<file path="src/rtl/counter_run_arbiter_if.sv">
// Requester-side and counter-side signals of counter_run_arbiter, grouped in one bundle.
// req is a level held by the requester. gnt is one-hot from LOAD through RUN. Dropping req[g] while it is granted aborts the run.
interface counter_run_arbiter_if #(
    parameter int WIDTH = 3,
    parameter int NREQ  = 4
);
    logic [NREQ-1:0]       req;
    logic [2*NREQ-1:0]     req_mode;
    logic [WIDTH*NREQ-1:0] req_step;
    logic [WIDTH*NREQ-1:0] req_start;
    logic [WIDTH*NREQ-1:0] req_target;
    logic [NREQ-1:0]       gnt;
    logic [NREQ-1:0]       done;
    logic                  timeout_err;
    logic                  busy;
    logic                  ctr_load;
    logic [WIDTH-1:0]      ctr_load_value;
    logic                  ctr_enable;
    logic [1:0]            ctr_mode;
    logic [WIDTH-1:0]      ctr_step_size;
    logic [WIDTH-1:0]      ctr_terminal_value;
    logic                  ctr_terminal_flag;
    logic [1:0]            dbg_state;

    modport master (
        output req, req_mode, req_step, req_start, req_target, ctr_terminal_flag,
        input  gnt, done, timeout_err, busy, ctr_load, ctr_load_value, ctr_enable,
               ctr_mode, ctr_step_size, ctr_terminal_value, dbg_state
    );

    modport slave (
        input  req, req_mode, req_step, req_start, req_target, ctr_terminal_flag,
        output gnt, done, timeout_err, busy, ctr_load, ctr_load_value, ctr_enable,
               ctr_mode, ctr_step_size, ctr_terminal_value, dbg_state
    );
endinterface

</file>
<file path="src/rtl/counter_run_arbiter.sv">
// Round-robin arbiter that shares one counter among NREQ requesters.
// Each grant is one run: load the start value, then count until the terminal flag, an abort or the watchdog.
module counter_run_arbiter #(
    parameter int WIDTH   = 3,
    parameter int NREQ    = 4,
    parameter int TIMEOUT = 16
) (
    input logic                  clk,
    input logic                  rst_n,
    counter_run_arbiter_if.slave bus
);
    localparam int IDX_W = (NREQ > 1) ? $clog2(NREQ) : 1;
    localparam int TW    = $clog2(TIMEOUT + 1);

    typedef enum logic [1:0] {
        S_IDLE    = 2'd0,
        S_LOAD    = 2'd1,
        S_RUN     = 2'd2,
        S_RELEASE = 2'd3
    } state_t;

    state_t           state;
    logic [1:0]       cfg_mode;
    logic [WIDTH-1:0] cfg_step;
    logic [WIDTH-1:0] cfg_start;
    logic [WIDTH-1:0] cfg_target;
    logic [IDX_W-1:0] g;
    logic [IDX_W-1:0] last;
    logic [TW-1:0]    timer;
    logic             done_pending;
    logic             err_pending;

    logic             pick_valid;
    logic [IDX_W-1:0] pick_idx;
    logic [IDX_W-1:0] cand_idx;
    int               cand;
    logic [1:0]       pick_mode;
    logic [WIDTH-1:0] pick_step;
    logic [WIDTH-1:0] pick_start;
    logic [WIDTH-1:0] pick_target;
    logic [NREQ-1:0]  g_onehot;

    // Search starts one past the last winner, so a requester that has just been served goes to the back of the queue.
    always_comb begin
        pick_valid = 1'b0;
        pick_idx   = '0;
        cand       = 0;
        cand_idx   = '0;
        for (int k = 1; k <= NREQ; k++) begin
            cand = int'(last) + k;
            if (cand >= NREQ) cand = cand - NREQ;
            cand_idx = IDX_W'(cand);
            if (!pick_valid && bus.req[cand_idx]) begin
                pick_valid = 1'b1;
                pick_idx   = cand_idx;
            end
        end
    end

    always_comb begin
        pick_mode   = '0;
        pick_step   = '0;
        pick_start  = '0;
        pick_target = '0;
        for (int i = 0; i < NREQ; i++) begin
            if (pick_idx == IDX_W'(i)) begin
                pick_mode   = bus.req_mode[2*i +: 2];
                pick_step   = bus.req_step[WIDTH*i +: WIDTH];
                pick_start  = bus.req_start[WIDTH*i +: WIDTH];
                pick_target = bus.req_target[WIDTH*i +: WIDTH];
            end
        end
    end

    always_ff @(posedge clk) begin
        if (!rst_n) begin
            state        <= S_IDLE;
            cfg_mode     <= '0;
            cfg_step     <= '0;
            cfg_start    <= '0;
            cfg_target   <= '0;
            g            <= '0;
            last         <= IDX_W'(NREQ - 1);
            timer        <= '0;
            done_pending <= 1'b0;
            err_pending  <= 1'b0;
        end else begin
            case (state)
                S_IDLE: begin
                    if (pick_valid) begin
                        cfg_mode   <= pick_mode;
                        cfg_step   <= pick_step;
                        cfg_start  <= pick_start;
                        cfg_target <= pick_target;
                        g          <= pick_idx;
                        last       <= pick_idx;
                        state      <= S_LOAD;
                    end
                end
                S_LOAD: begin
                    timer <= '0;
                    state <= S_RUN;
                end
                S_RUN: begin
                    if (timer != {TW{1'b1}}) timer <= timer + 1'b1;
                    // Terminal beats abort, and abort beats the watchdog.
                    if (bus.ctr_terminal_flag) begin
                        done_pending <= 1'b1;
                        state        <= S_RELEASE;
                    end else if (!bus.req[g]) begin
                        state <= S_RELEASE;
                    end else if (timer == TW'(TIMEOUT - 1)) begin
                        err_pending <= 1'b1;
                        state       <= S_RELEASE;
                    end
                end
                S_RELEASE: begin
                    done_pending <= 1'b0;
                    err_pending  <= 1'b0;
                    state        <= S_IDLE;
                end
                default: state <= S_IDLE;
            endcase
        end
    end

    assign g_onehot = {{(NREQ-1){1'b0}}, 1'b1} << g;

    // Outputs decode only state and latched registers. ctr_enable is the one exception: it is gated by the terminal flag so the counter stops on the target.
    always_comb begin
        bus.gnt                = '0;
        bus.done               = '0;
        bus.timeout_err        = 1'b0;
        bus.busy               = (state != S_IDLE);
        bus.ctr_load           = 1'b0;
        bus.ctr_load_value     = '0;
        bus.ctr_enable         = 1'b0;
        bus.ctr_mode           = '0;
        bus.ctr_step_size      = '0;
        bus.ctr_terminal_value = '0;
        bus.dbg_state          = state;
        case (state)
            S_LOAD: begin
                bus.gnt            = g_onehot;
                bus.ctr_load       = 1'b1;
                bus.ctr_load_value = cfg_start;
            end
            S_RUN: begin
                bus.gnt                = g_onehot;
                bus.ctr_enable         = ~bus.ctr_terminal_flag;
                bus.ctr_mode           = cfg_mode;
                bus.ctr_step_size      = cfg_step;
                bus.ctr_terminal_value = cfg_target;
            end
            S_RELEASE: begin
                bus.done        = done_pending ? g_onehot : '0;
                bus.timeout_err = err_pending;
            end
            default: ;
        endcase
    end
endmodule

</file>
<file path="src/flat_wrapper.sv">
// flat-port wrapper written by rule: the top's interface ports become plain ports
module counter_run_arbiter_flat 
#(
    parameter int WIDTH   = 3,
    parameter int NREQ    = 4,
    parameter int TIMEOUT = 16
)
  (clk, rst_n, bus_req, bus_req_mode, bus_req_step, bus_req_start, bus_req_target, bus_ctr_terminal_flag, bus_gnt, bus_done, bus_timeout_err, bus_busy, bus_ctr_load, bus_ctr_load_value, bus_ctr_enable, bus_ctr_mode, bus_ctr_step_size, bus_ctr_terminal_value, bus_dbg_state);
  counter_run_arbiter_if #(.WIDTH(WIDTH), .NREQ(NREQ)) bus_i ();
  input logic clk;
  input logic rst_n;
  input wire logic [$bits(bus_i.req)-1:0] bus_req;
  input wire logic [$bits(bus_i.req_mode)-1:0] bus_req_mode;
  input wire logic [$bits(bus_i.req_step)-1:0] bus_req_step;
  input wire logic [$bits(bus_i.req_start)-1:0] bus_req_start;
  input wire logic [$bits(bus_i.req_target)-1:0] bus_req_target;
  input wire logic [$bits(bus_i.ctr_terminal_flag)-1:0] bus_ctr_terminal_flag;
  output wire logic [$bits(bus_i.gnt)-1:0] bus_gnt;
  output wire logic [$bits(bus_i.done)-1:0] bus_done;
  output wire logic [$bits(bus_i.timeout_err)-1:0] bus_timeout_err;
  output wire logic [$bits(bus_i.busy)-1:0] bus_busy;
  output wire logic [$bits(bus_i.ctr_load)-1:0] bus_ctr_load;
  output wire logic [$bits(bus_i.ctr_load_value)-1:0] bus_ctr_load_value;
  output wire logic [$bits(bus_i.ctr_enable)-1:0] bus_ctr_enable;
  output wire logic [$bits(bus_i.ctr_mode)-1:0] bus_ctr_mode;
  output wire logic [$bits(bus_i.ctr_step_size)-1:0] bus_ctr_step_size;
  output wire logic [$bits(bus_i.ctr_terminal_value)-1:0] bus_ctr_terminal_value;
  output wire logic [$bits(bus_i.dbg_state)-1:0] bus_dbg_state;
  assign bus_i.req = bus_req;
  assign bus_i.req_mode = bus_req_mode;
  assign bus_i.req_step = bus_req_step;
  assign bus_i.req_start = bus_req_start;
  assign bus_i.req_target = bus_req_target;
  assign bus_i.ctr_terminal_flag = bus_ctr_terminal_flag;
  assign bus_gnt = bus_i.gnt;
  assign bus_done = bus_i.done;
  assign bus_timeout_err = bus_i.timeout_err;
  assign bus_busy = bus_i.busy;
  assign bus_ctr_load = bus_i.ctr_load;
  assign bus_ctr_load_value = bus_i.ctr_load_value;
  assign bus_ctr_enable = bus_i.ctr_enable;
  assign bus_ctr_mode = bus_i.ctr_mode;
  assign bus_ctr_step_size = bus_i.ctr_step_size;
  assign bus_ctr_terminal_value = bus_i.ctr_terminal_value;
  assign bus_dbg_state = bus_i.dbg_state;
  counter_run_arbiter #(.WIDTH(WIDTH), .NREQ(NREQ), .TIMEOUT(TIMEOUT)) u_core (.clk(clk), .rst_n(rst_n), .bus(bus_i));
endmodule
</file>
<file path="config.mk">
export PLATFORM = sky130hd
export DESIGN_NAME = counter_run_arbiter_flat
export DESIGN_NICKNAME = d
export VERILOG_FILES = /design/src/rtl/counter_run_arbiter_if.sv /design/src/rtl/counter_run_arbiter.sv /design/src/flat_wrapper.sv
export SDC_FILE = /design/constraint.sdc
export NUM_CORES = 1
export LEC_CHECK = 0
export BUFFER_PORTS_ARGS = -buffer_cell sky130_fd_sc_hd__buf_2
export CAP_MARGIN = 20
export CORE_MARGIN = 10
export CORE_UTILIZATION = 48
export DETAILED_ROUTE_END_ITERATION = 10
export PLACE_DENSITY = 0.91
export SLEW_MARGIN = 10
export SYNTH_ARGS = -nofsm -noshare
export SYNTH_HDL_FRONTEND = slang
export SYNTH_SLANG_ARGS = --single-unit
</file>
<file path="constraint.sdc">
create_clock -name clk -period 2.1 [get_ports clk]
set_input_delay 0.42 -clock clk [delete_from_list [all_inputs] [get_ports clk]]
set_output_delay 0.42 -clock clk [all_outputs]
set_load 0.005 [all_outputs]
</file>
* After elaboration in Yosys (flattened, before gate mapping)
Index checks and enable logic that the tools add are counted.
Cells by class: reductions and logical operators 17, shift operators 1, bitwise gates (word level) 1, eq/ne operators 15, magnitude comparators 9, $mul 0, mux-type cells 61, div/mod/pow operators 0, $add $sub $neg 9
Operators with widths (count):
- 2-to-1 mux 3 bit | 15
- 2-to-1 mux 2 bit | 17
- 2-to-1 mux 1 bit | 16
- < comparator 2 x 3 -> 1 bit, second input constant | 5
- 2-to-1 mux 4 bit | 3
- binary-select mux 1 bit (select 2 bit) | 5
- case mux 5 bit (2 select lines) | 1
- greater-or-equal comparator 3 bit, second input constant | 3
- == test 2 bit, second input constant | 4
- inequality test 2 x 1 -> 1 bit, second input constant | 4
- case mux 2 bit (4 select lines) | 1
- AND reduction 2 bit | 4
- subtractor 2 x 1 -> 2 bit, second input constant | 4
- adder 2 x 2 -> 3 bit, second input constant | 2
- nonzero test 2 bit | 3
- adder 5 x 1 -> 5 bit, second input constant | 1
- == test 5 x 4 -> 1 bit, second input constant | 1
- 2-to-1 mux 5 bit | 1
- inequality test 5 bit, second input constant | 1
- adder 2 x 3 -> 4 bit, second input constant | 1
- == test 2 x 1 -> 1 bit, second input constant | 2
- greater-or-equal comparator 4 x 3 -> 1 bit, second input constant | 1
- zero test 2 bit | 2
- inequality test 2 bit, second input constant | 2
- other kinds (9) | 14
Storage, ports and cells: bits in read-only memories 0, output and inout bits 25, memories kept 0, bits in writable memories 0, latch bits 0, word-level logic and storage cells 123, flip-flop bits (word level) 24, input port bits 51

* Depth between registers and ports, before layout
Gate-level depths: netlist (run 1).
depth in word-level cells 20, depth in mapped cells 8, depth with buffers taken out 7

* Worst setup path after synthesis (run 1)
Ideal clock, no wire load.
path kind reg2reg, start register u_core.state[0] (netlist: u_core.bus.dbg_state[0]), end register u_core.err_pending, clock period less this slack 1.671 ns, library setup time 0.119 ns, cell stages (with the launch flop) 8, buffers on the path 1, data arrival time 1.552 ns, required time 1.981 ns, path slack 0.429 ns, cells stage by stage dfxtp_1 inv_1 ha_1 clkbuf_1 nor2b_1 and3_2 nor2_1 o221a_2
Between the ends: word-level cells in the longest chain between the ends 3, elaborated cells between the ends (all ways) 8, those cells by class eq/ne (5); mux (1); reduce/logical (2)
Ends and longest elaborated chain:
- start: declaration | RTL line counter_run_arbiter.sv:22 | state_t state;
- start signal: assignment | RTL line counter_run_arbiter.sv:77 | state <= S_IDLE;
- start signal: assignment | RTL line counter_run_arbiter.sv:97 | state <= S_LOAD;
- start signal: assignment | RTL line counter_run_arbiter.sv:102 | state <= S_RUN;
- == test 2 bit | RTL line counter_run_arbiter.sv:88 | case (state)
- inequality test 2 x 1 -> 1 bit (no source line) (tied with other cells)
- AND reduction 4 bit (no source line)
- end signal: assignment | RTL line counter_run_arbiter.sv:86 | err_pending <= 1'b0;
- end signal: assignment | RTL line counter_run_arbiter.sv:113 | err_pending <= 1'b1;
- end signal: assignment | RTL line counter_run_arbiter.sv:119 | err_pending <= 1'b0;
- end: declaration | RTL line counter_run_arbiter.sv:31 | logic err_pending;
Several ways; a longest one is shown, not always the timed one. A chain may end at the register's enable or synchronous reset.

* Worst setup path after layout (run 1)
start register u_core.state[1] (netlist: u_core.bus.dbg_state[1]), end output port bus_gnt[0]
Between the ends: word-level cells in the longest chain between the ends 3, elaborated cells between the ends (all ways) 4, those cells by class eq/ne (2); mux (1); reduce/logical (1)
Ends and longest elaborated chain:
- == test 2 x 1 -> 1 bit / == test 2 bit (equally long branches) | RTL line counter_run_arbiter.sv:142 | case (state)
- OR reduction 2 bit (no source line) (*)
- 2-to-1 mux 4 bit (*) | RTL line counter_run_arbiter.sv:142
- end: declaration | RTL line flat_wrapper.sv:18 | output wire logic [$bits(bus_i.gnt)-1:0] bus_gnt;
Mark *: on every way between the ends. The rest lies on a longest branch, timed or not.

==> results of run 1 <==
-- worst max-delay path, cell delays in order, from the launching register on --
cell	delay, ns
dfxtp_1	0.42
inv_1	0.11
ha_1	0.35
nor3b_1	0.19
buf_2	0.14
-- logic make-up (layout without fill, tap and decap cells) --
family	after synthesis	in the layout	share of synthesized area
AOI/OAI and AO/OA	62	62	0.261
adders and majority gates	8	8	0.0573
buffers and inverters	23	92	0.0602
DFF	24	24	0.275
muxes	12	12	0.0759
and+or+nand+nor	86	86	0.270
-- flip-flops by register name (all words and copies together) (netlist names) --
name,flops
u_core.timer,5
u_core.cfg_start,3
u_core.cfg_step,3
u_core.cfg_target,3
u_core.bus.dbg_state,2
u_core.cfg_mode,2
u_core.g,2
u_core.last,2
u_core.done_pending,1
u_core.err_pending,1
-- metrics by stage --
step / cells / power [mW] / utilization / setup WS, ns / cell area, µm²
2_1_floorplan: 215 / 1.53 / - / 0.429 / 1750
3_3_place_gp: 326 / 1.84 / 0.629 / 0.307 / 2150
3_5_place_dp: 326 / 1.89 / 0.629 / 0.269 / 2150
6_report: 330 / 2.22 / 0.646 / 0.162 / 2210
4_1_cts: 330 / 2.22 / 0.645 / 0.0217 / 2200
5_1_grt: 330 / 2.39 / 0.646 / 0.0591 / 2210
-- area by class of cell --
class | instances | area, µm² | area share
inverters | 6 | 22.5 | 0.0102
clock inverters | 1 | 30.0 | 0.0136
well taps | 46 | 57.6 | 0.0261
clock buffers | 3 | 22.5 | 0.0102
multi-input cells | 168 | 1160 | 0.528
repair buffers | 82 | 428 | 0.194
flip-flops and latches | 24 | 482 | 0.218
-- layout by cell type (no fill, tap or decap), types with 2 or more instances in the layout --
| master | Yosys | final |
|---|---|---|
| a211o_1 | 11 | 11 |
| a21o_1 | 2 | 2 |
| a21oi_1 | 6 | 6 |
| and2_1 | 14 | 14 |
| and3_1 | 2 | 2 |
| and3_2 | 2 | 2 |
| and3b_2 | 2 | 2 |
| buf_2 | 6 | 75 |
| buf_4 | 1 | 7 |
| clkbuf_4 | 0 | 3 |
| dfxtp_1 | 24 | 23 |
| ha_1 | 8 | 7 |
| inv_1 | 6 | 6 |
| mux2i_1 | 11 | 11 |
| nand2_1 | 22 | 22 |
| nand2b_1 | 4 | 4 |
| nand3_1 | 4 | 4 |
| nand4_1 | 11 | 11 |
| nor2_1 | 12 | 12 |
| nor2b_1 | 5 | 5 |
| nor3b_1 | 4 | 4 |
| o211ai_1 | 13 | 13 |
| o21a_1 | 2 | 2 |
| o21ai_0 | 9 | 9 |
| o31ai_1 | 11 | 11 |
-- routing by layer --
layer,wire [µm],share of wire,GRT usage,vias to the layer above
met4,72,0.014,0.0493,0
met3,334,0.064,0.0434,7
met1,2100,0.40,0.173,858
met2,2740,0.52,0.282,69
li1,-,-,-,931
met5,0,0,0,-
-- final timing paths --
kind,from,slack (ns),cells after the start,to
max,u_core.bus.dbg_state[1],0.16,4,bus_gnt[0]
min,bus_req_mode[5],0.40,3,u_core.cfg_mode[1]
max reg2reg,u_core.bus.dbg_state[1],0.25,7,u_core.cfg_start[2]
min reg2reg,u_core.cfg_step[1],0.48,2,u_core.cfg_step[1]
-- power groups by stage --
stage                     sequential, mW  combinational, mW  clock (mW)
after floorplan                    0.697              0.836           0
after global placement             0.746               1.10           0
after detailed placement           0.758               1.13           0
after CTS                          0.747               1.13       0.335
after global routing               0.779               1.26       0.355
final                              0.754               1.13       0.332
==> results.toml, run 1 <==
[yosys]
syn_nets = 274
synthCells = 215
yosys-top-cells-count = "dfxtp_1 (24), nand2_1 (22), and2_1 (14), o211ai_1 (13), nor2_1 (12)"
syn_area_per_cell_um2 = 8.12
post_synth_num_cell_types = 39
yosys_warnings = 0
synthArstFlopShare = 0
ys_top_cells_by_area = "dfxtp_1 (28%), mux2i_1 (6.3%), ha_1 (5.7%)"
ys_seq_area_frac = 0.275
synth_area_leader_cell = "dfxtp_1"
synth_edf_count = 0
ys.flop_type = "dfxtp_1"
yosysMostFrequentCell = "dfxtp_1"
synth_top_area_frac = 0.275
syn_area_um2 = 1750
synth_seq_cells = 24

[placement]
gp_congestion = 0.839
dpl.hpwl_um = 4320
io_buffers = 75

[critical_path]
startpoint_type = "flop"
end_kind = "output pin"
cp_data_arrival_time_ns = 1.52
required_ns = 1.68
path_class = "reg -> out"
crit_fanout = 5

[layout]
synthToLayoutAreaGrowth_pct = 26.3
n_antenna_cell = 0
fill_cells = 300
drive_above_1_share = 0.342
nNetsFinal = 344

[detailed_routing]
num_vias = 1865
drt_iter0_markers = 112
drc = 0
drt_first_pass_iters = 4
postRouteAntennaNets = 0
via_per_inst = 5.65
wl_um = 5250
wl_per_cell_um = 15.9

[sta]
rsz0062_at_grt = "false"
final_hold_viol_count = 0
tightest_slew_ns = 0.423
finalCritPeriodShare = 0.923
setup_tns_ns = 0
setup_violations = 0
slew_headroom = 0.717
finClkSkew_ns = 0.00499
period_minus_slack_ns = 1.94
report.final.slew_viol_count = 0
hold_ws_ns = 0.399
fmax_mhz = 516

[cts]
clock-sinks = 24
htree_levels = 1
clock_path_buffers = 2
clk_pin_slew_worst_paths_ns = 0.13
clock_latency_ns = 0.32
cts_setup_buffers = 0
cts_buffers = 3
cts_resized = 0
cts_hold_buf = 0
root_buffer = "clkbuf_4"
cts_tree = "done"

[power]
cellPowerDensity_nw_per_um2 = 1010
switching_share = 0.409
p_sw_uw = 907
p_seq_frac = 0.340
p_int_mw = 1.31
p_leak_nw = 1.04
clkPwrFrac = 0.150
p_comb_frac = 0.511
vdd_drop_max_mv = 0.564

[global_route]
grt-ovfl-total = 0
grt_pass1_vias = 1802
grt_start_max_net_pins = 19
gr-usage-all-layers = 0.157
antenna_found_initial = 0
grt_pass1_wl_um = 8280

[floorplan]
ios = 76
std_cell_rows = 21
core_area_um2 = 3420
die_w_um = 80.3
initial_core_util = 0.511
die-height_um = 80.3
die_area_um2 = 6450

[status]
outcome = "finished clean"

[job]
cap_viol_max_count = 0

[hold_path]
hp-class = "in -> reg"
Power figures use the tool's default switching activity.
==> run 2, diff against run 1 <==
--- a/config.mk
+++ b/config.mk
@@ -5,12 +5,11 @@
 export SDC_FILE = /design/constraint.sdc
 export NUM_CORES = 1
 export LEC_CHECK = 0
-export BUFFER_PORTS_ARGS = -buffer_cell sky130_fd_sc_hd__buf_2
 export CAP_MARGIN = 20
-export CORE_MARGIN = 10
-export CORE_UTILIZATION = 48
+export CORE_UTILIZATION = 46
 export DETAILED_ROUTE_END_ITERATION = 10
-export PLACE_DENSITY = 0.91
+export DONT_BUFFER_PORTS = 1
+export PLACE_DENSITY = 0.71
 export SLEW_MARGIN = 10
 export SYNTH_ARGS = -nofsm -noshare
 export SYNTH_HDL_FRONTEND = slang
==> run 2 against run 1 <==
  * Total power down 8.4%
  * First-iteration DRC count down 38%
  * Non-clock buffer count down 75
  * Clock-buffer cell count up 1
  * Sequential share of layout area up 4.4 points
  * Largest cell class unchanged
==> results.toml, run 2 (same netlist as run 1, synthesis figures left out) <==
[sta]
fmax_mhz = 531
rsz0062_at_grt = "false"
final_hold_viol_count = 0
setup_tns_ns = 0
setup_violations = 0
slew_headroom = 0.701
period_minus_slack_ns = 1.88
report.final.slew_viol_count = 0
final.setup.worst_slack_ns = 0.215
tightest_slew_ns = 0.447
finClkSkew_ns = 0.00354
hold_ws_ns = 0.233
finalCritPeriodShare = 0.898

[detailed_routing]
wl_um = 3880
num_vias = 1502
drt_iter0_markers = 69
via_per_inst = 5.84
drt_first_pass_iters = 4
drc = 0
wl_per_cell_um = 15.1
postRouteAntennaNets = 0

[floorplan]
initial_core_util = 0.477
die_w_um = 63.6
core_area_um2 = 3660
die-height_um = 63.6
die_area_um2 = 4050
std_cell_rows = 22
ios = 76

[critical_path]
endpoint = "bus_ctr_step_size[1]"
worst-path-stages = 4
crit_fanout = 14
r2r_setup_slack_ns = 0.28
ff2ff_path_depth = 7
path_class = "reg -> out"
crit_chain = "inv_1, ha_1, buf_4, and2_1"
end_kind = "output pin"
rr_startpoint = "u_core.bus.dbg_state[1]"
cp_data_arrival_time_ns = 1.46
max_stage_delay_ns = 0.42
reg2reg_to = "u_core.cfg_start[1]"
path_buf_inv = 2
critPathLaunch = "u_core.bus.dbg_state[0]"
worst_path_dominant_cell_family = "flip-flops"
startpoint_type = "flop"
required_ns = 1.68
cpMaxStageDelayCell = "dfxtp_1"

[hold_path]
hp-class = "in -> reg"
hp-start = "rst_n"
hold_depth = 1

[layout]
mostFrequentLayoutCells = "dfxtp_1 (24), nand2_1 (21), and2_1 (14), o211ai_1 (13), nor2_1 (12)"
nNetsFinal = 269
n_antenna_cell = 0
regMostFlops = "u_core.timer"
drive_above_1_share = 0.100
synthToLayoutAreaGrowth_pct = 5.01
largest_reg_flops = 5
fill_cells = 362
finalCoreUtilization = 0.501
final_common_cell = "dfxtp_1"

[job]
cap_viol_max_count = 0

[global_route]
gr-usage-all-layers = 0.200
grt-ovfl-total = 0
grt_start_max_net_pins = 19
grt_pass1_vias = 1318
grt_pass1_wl_um = 6220
antenna_found_initial = 0

[placement]
place_ws_ns = 0.228
io_buffers = 0
dpl.hpwl_um = 3070
gp_congestion = 0.869

[cts]
clock_path_buffers = 2
cts_buffers = 3
htree_levels = 1
cts_setup_buffers = 0
cts_hold_buf = 0
clock-sinks = 24
cts_tree = "done"
root_buffer = "clkbuf_8"
clock_latency_ns = 0.26
clk_pin_slew_worst_paths_ns = 0.09

[power]
p_leak_nw = 0.708
vdd_drop_max_mv = 0.510
cellPowerDensity_nw_per_um2 = 1110

[status]
outcome = "finished clean"
[run 2: cell types whose count changed in the layout (fill, tap and decap cells not counted), sizes merged]
cell,previous run,this run
buf,82,7
bufinv,1,0
clkbuf,3,4
[run 2: stage by stage]
step,area [µm²],instances,total power [mW]
after floorplan,1750,215,1.53
after global placement,1780,253,1.71
after detailed placement,1780,253,1.73
after CTS,1830,257,2.04
after global routing,1830,257,2.22
final,1830,257,2.03
[run 2: what timing repair did]
| action | 4_1_cts | 5_1_grt |
|---|---|---|
| resized for setup | 0 | 1 |
| hold endpoints to repair | 0 | 0 |
| setup endpoints to repair | 0 | 1 |
[run 2: how the worst min path moves through the flow]
stage	endpoint	slack, ns
after floorplan	u_core.cfg_step[1]	0.43
after global placement	u_core.cfg_step[0]	0.45
after detailed placement	u_core.cfg_target[0]	0.45
after CTS	u_core.last[1]	0.23
after global routing	u_core.last[0]	0.23
final	u_core.last[1]	0.23
[run 2: layer usage]
| metal | up-vias | GRT usage | share of wire |
|---|---|---|---|
| met5 | - | 0 | 0 |
| met4 | 0 | 0.105 | 0.022 |
| met3 | 8 | 0.0380 | 0.053 |
| met2 | 45 | 0.305 | 0.46 |
| met1 | 672 | 0.264 | 0.46 |
| li1 | 777 | - | - |
[run 2: cell type report]
type / count / area (µm²) / area share
multi-input combinational: 168 / 1160 / 0.634
inverter: 6 / 22.5 / 0.0123
clock buffer: 4 / 55.1 / 0.0300
sequential: 24 / 480 / 0.262
tap: 48 / 60.1 / 0.0327
timing repair buffer: 7 / 52.6 / 0.0286
[run 2: power by group]
group	internal [mW]	switching, mW	leakage, nW
combinational	0.406	0.564	0.482
sequential	0.613	0.136	0.197
clock	0.167	0.147	0.0288
==> run 3, diff against run 2 <==
--- a/config.mk
+++ b/config.mk
@@ -6,10 +6,12 @@
 export NUM_CORES = 1
 export LEC_CHECK = 0
 export CAP_MARGIN = 20
-export CORE_UTILIZATION = 46
+export CELL_PAD_IN_SITES_DETAIL_PLACEMENT = 1
+export CELL_PAD_IN_SITES_GLOBAL_PLACEMENT = 1
+export CORE_UTILIZATION = 44
 export DETAILED_ROUTE_END_ITERATION = 10
 export DONT_BUFFER_PORTS = 1
-export PLACE_DENSITY = 0.71
+export PLACE_DENSITY = 0.88
 export SLEW_MARGIN = 10
 export SYNTH_ARGS = -nofsm -noshare
 export SYNTH_HDL_FRONTEND = slang
==> run 3 against run 2 <==
  * Clock power rose by 30%
  * Sequential share of layout area fell by 0.20 points
  * Critical path type is now reg -> reg
  * Largest cell class unchanged
  * Via count rose by 4.9%
  * Clock skew barely moved
  * Final area rose by 0.75%
==> results.toml, run 3 (same netlist as run 1, synthesis figures left out) <==
[cts]
htree_levels = 1
cts_setup_buffers = 0
cts_tree = "done"
clock_path_buffers = 2
cts_hold_buf = 0
clock_latency_ns = 0.26
clock-sinks = 24
cts_resized = 0
root_buffer = "clkbuf_8"
clk_pin_slew_worst_paths_ns = 0.09
cts_buffers = 3

[sta]
report.final.slew_viol_count = 0
slew_headroom = 0.727
fmax_mhz = 513
final_hold_viol_count = 0
finalCritPeriodShare = 0.928
setup_violations = 0
setup_tns_ns = 0
period_minus_slack_ns = 1.95
tightest_slew_ns = 0.409
rsz0062_at_grt = "false"
finClkSkew_ns = 0.00326

[global_route]
grt_pass1_wl_um = 7280
grt_pass1_vias = 1568
grt-ovfl-total = 0
antenna_found_initial = 0
grt_start_max_net_pins = 19
gr-usage-all-layers = 0.220

[critical_path]
cpMaxStageDelayCell = "dfxtp_1"
path_buf_inv = 2
crit_fanout = 11
critPathLaunch = "u_core.bus.dbg_state[1]"
endpoint = "u_core.cfg_start[2]"
end_kind = "flop"
max_stage_delay_ns = 0.39
crit_chain = "inv_1, ha_1, inv_1, a21oi_1, nand2_1, a211o_1, o211ai_1"
r2r_setup_slack_ns = 0.15
ff2ff_path_depth = 7
crit_top_cell = "inv_1"
rr_startpoint = "u_core.bus.dbg_state[1]"
required_ns = 2.29
cp_data_arrival_time_ns = 2.14
path_class = "reg -> reg"
worst-path-stages = 7
worst_path_dominant_cell_family = "compound AO/OA/AOI/OAI gates"
reg2reg_to = "u_core.cfg_start[2]"
startpoint_type = "flop"

[layout]
finalCoreUtilization = 0.494
drive_above_1_share = 0.0957
nNetsFinal = 269
fill_cells = 472
mostFrequentLayoutCells = "dfxtp_1 (24), nand2_1 (22), and2_1 (14), o211ai_1 (13), nor2_1 (12)"
final_common_cell = "dfxtp_1"
n_antenna_cell = 0
largest_reg_flops = 5
regMostFlops = "u_core.timer"
synthToLayoutAreaGrowth_pct = 5.80

[placement]
dpl.hpwl_um = 3570
io_buffers = 0
gp_congestion = 0.795

[detailed_routing]
drt_iter0_markers = 36
num_vias = 1576
wl_per_cell_um = 17.7
drc = 0
postRouteAntennaNets = 0
via_per_inst = 6.13
drt_first_pass_iters = 4
wl_um = 4550

[status]
outcome = "finished clean"

[job]
cap_viol_max_count = 0

[hold_path]
hp-class = "in -> reg"

[floorplan]
initial_core_util = 0.467
core_area_um2 = 3740
die_w_um = 65.0
die-height_um = 65.0
std_cell_rows = 22
ios = 76
die_area_um2 = 4230

[power]
cellPowerDensity_nw_per_um2 = 1180
p_leak_nw = 0.714
vdd_drop_max_mv = 0.487
## run 3: cell type report
cell class | instances | area (µm²) | area share
inverters | 6 | 22.5 | 0.0122
well taps | 48 | 60.1 | 0.0325
flip-flops and latches | 24 | 480 | 0.260
clock inverters | 1 | 30.0 | 0.0162
clock buffers | 3 | 41.3 | 0.0223
multi-input cells | 168 | 1160 | 0.628
repair buffers | 7 | 52.6 | 0.0284
## run 3: worst min path at each step
stage | startpoint | cells after the start | endpoint
6_report | rst_n | 1 | u_core.last[0]
3_3_place_gp | u_core.cfg_target[2] | 2 | u_core.cfg_target[2]
5_1_grt | rst_n | 1 | u_core.last[1]
3_5_place_dp | u_core.cfg_target[2] | 2 | u_core.cfg_target[2]
2_1_floorplan | u_core.cfg_step[1] | 2 | u_core.cfg_step[1]
4_1_cts | rst_n | 1 | u_core.last[0]
## run 3: metrics by stage
stage	hold slack, ns	power, mW	instances	area, µm²	worst slack [ns]
floorplan	0.434	1.53	215	1750	0.429
global placement	0.449	1.72	253	1780	0.290
detailed placement	0.455	1.76	253	1780	0.230
CTS	0.229	2.18	257	1850	0.143
global route	0.225	2.34	257	1850	0.000475
finish	0.231	2.17	257	1850	0.150
## run 3: routing by layer
layer	routed length (µm)	track usage	vias up
li1	-	-	779
met1	2130	0.292	746
met2	2150	0.362	45
met3	207	0.0405	6
met4	65	0.0583	0
met5	0	0	-
## run 3: power by group
group          internal [mW]  total (mW)  switching [mW]
Sequential             0.613       0.763           0.150
Clock                  0.255       0.409           0.154
Combinational          0.407        1.00           0.595
Total                   1.27        2.17           0.899
## run 3: worst reg2reg max path, cell delays in order, from the launching register on
cell	delay [ns]
dfxtp_1	0.39
inv_1	0.13
ha_1	0.25
inv_1	0.11
a21oi_1	0.27
nand2_1	0.28
a211o_1	0.34
o211ai_1	0.11
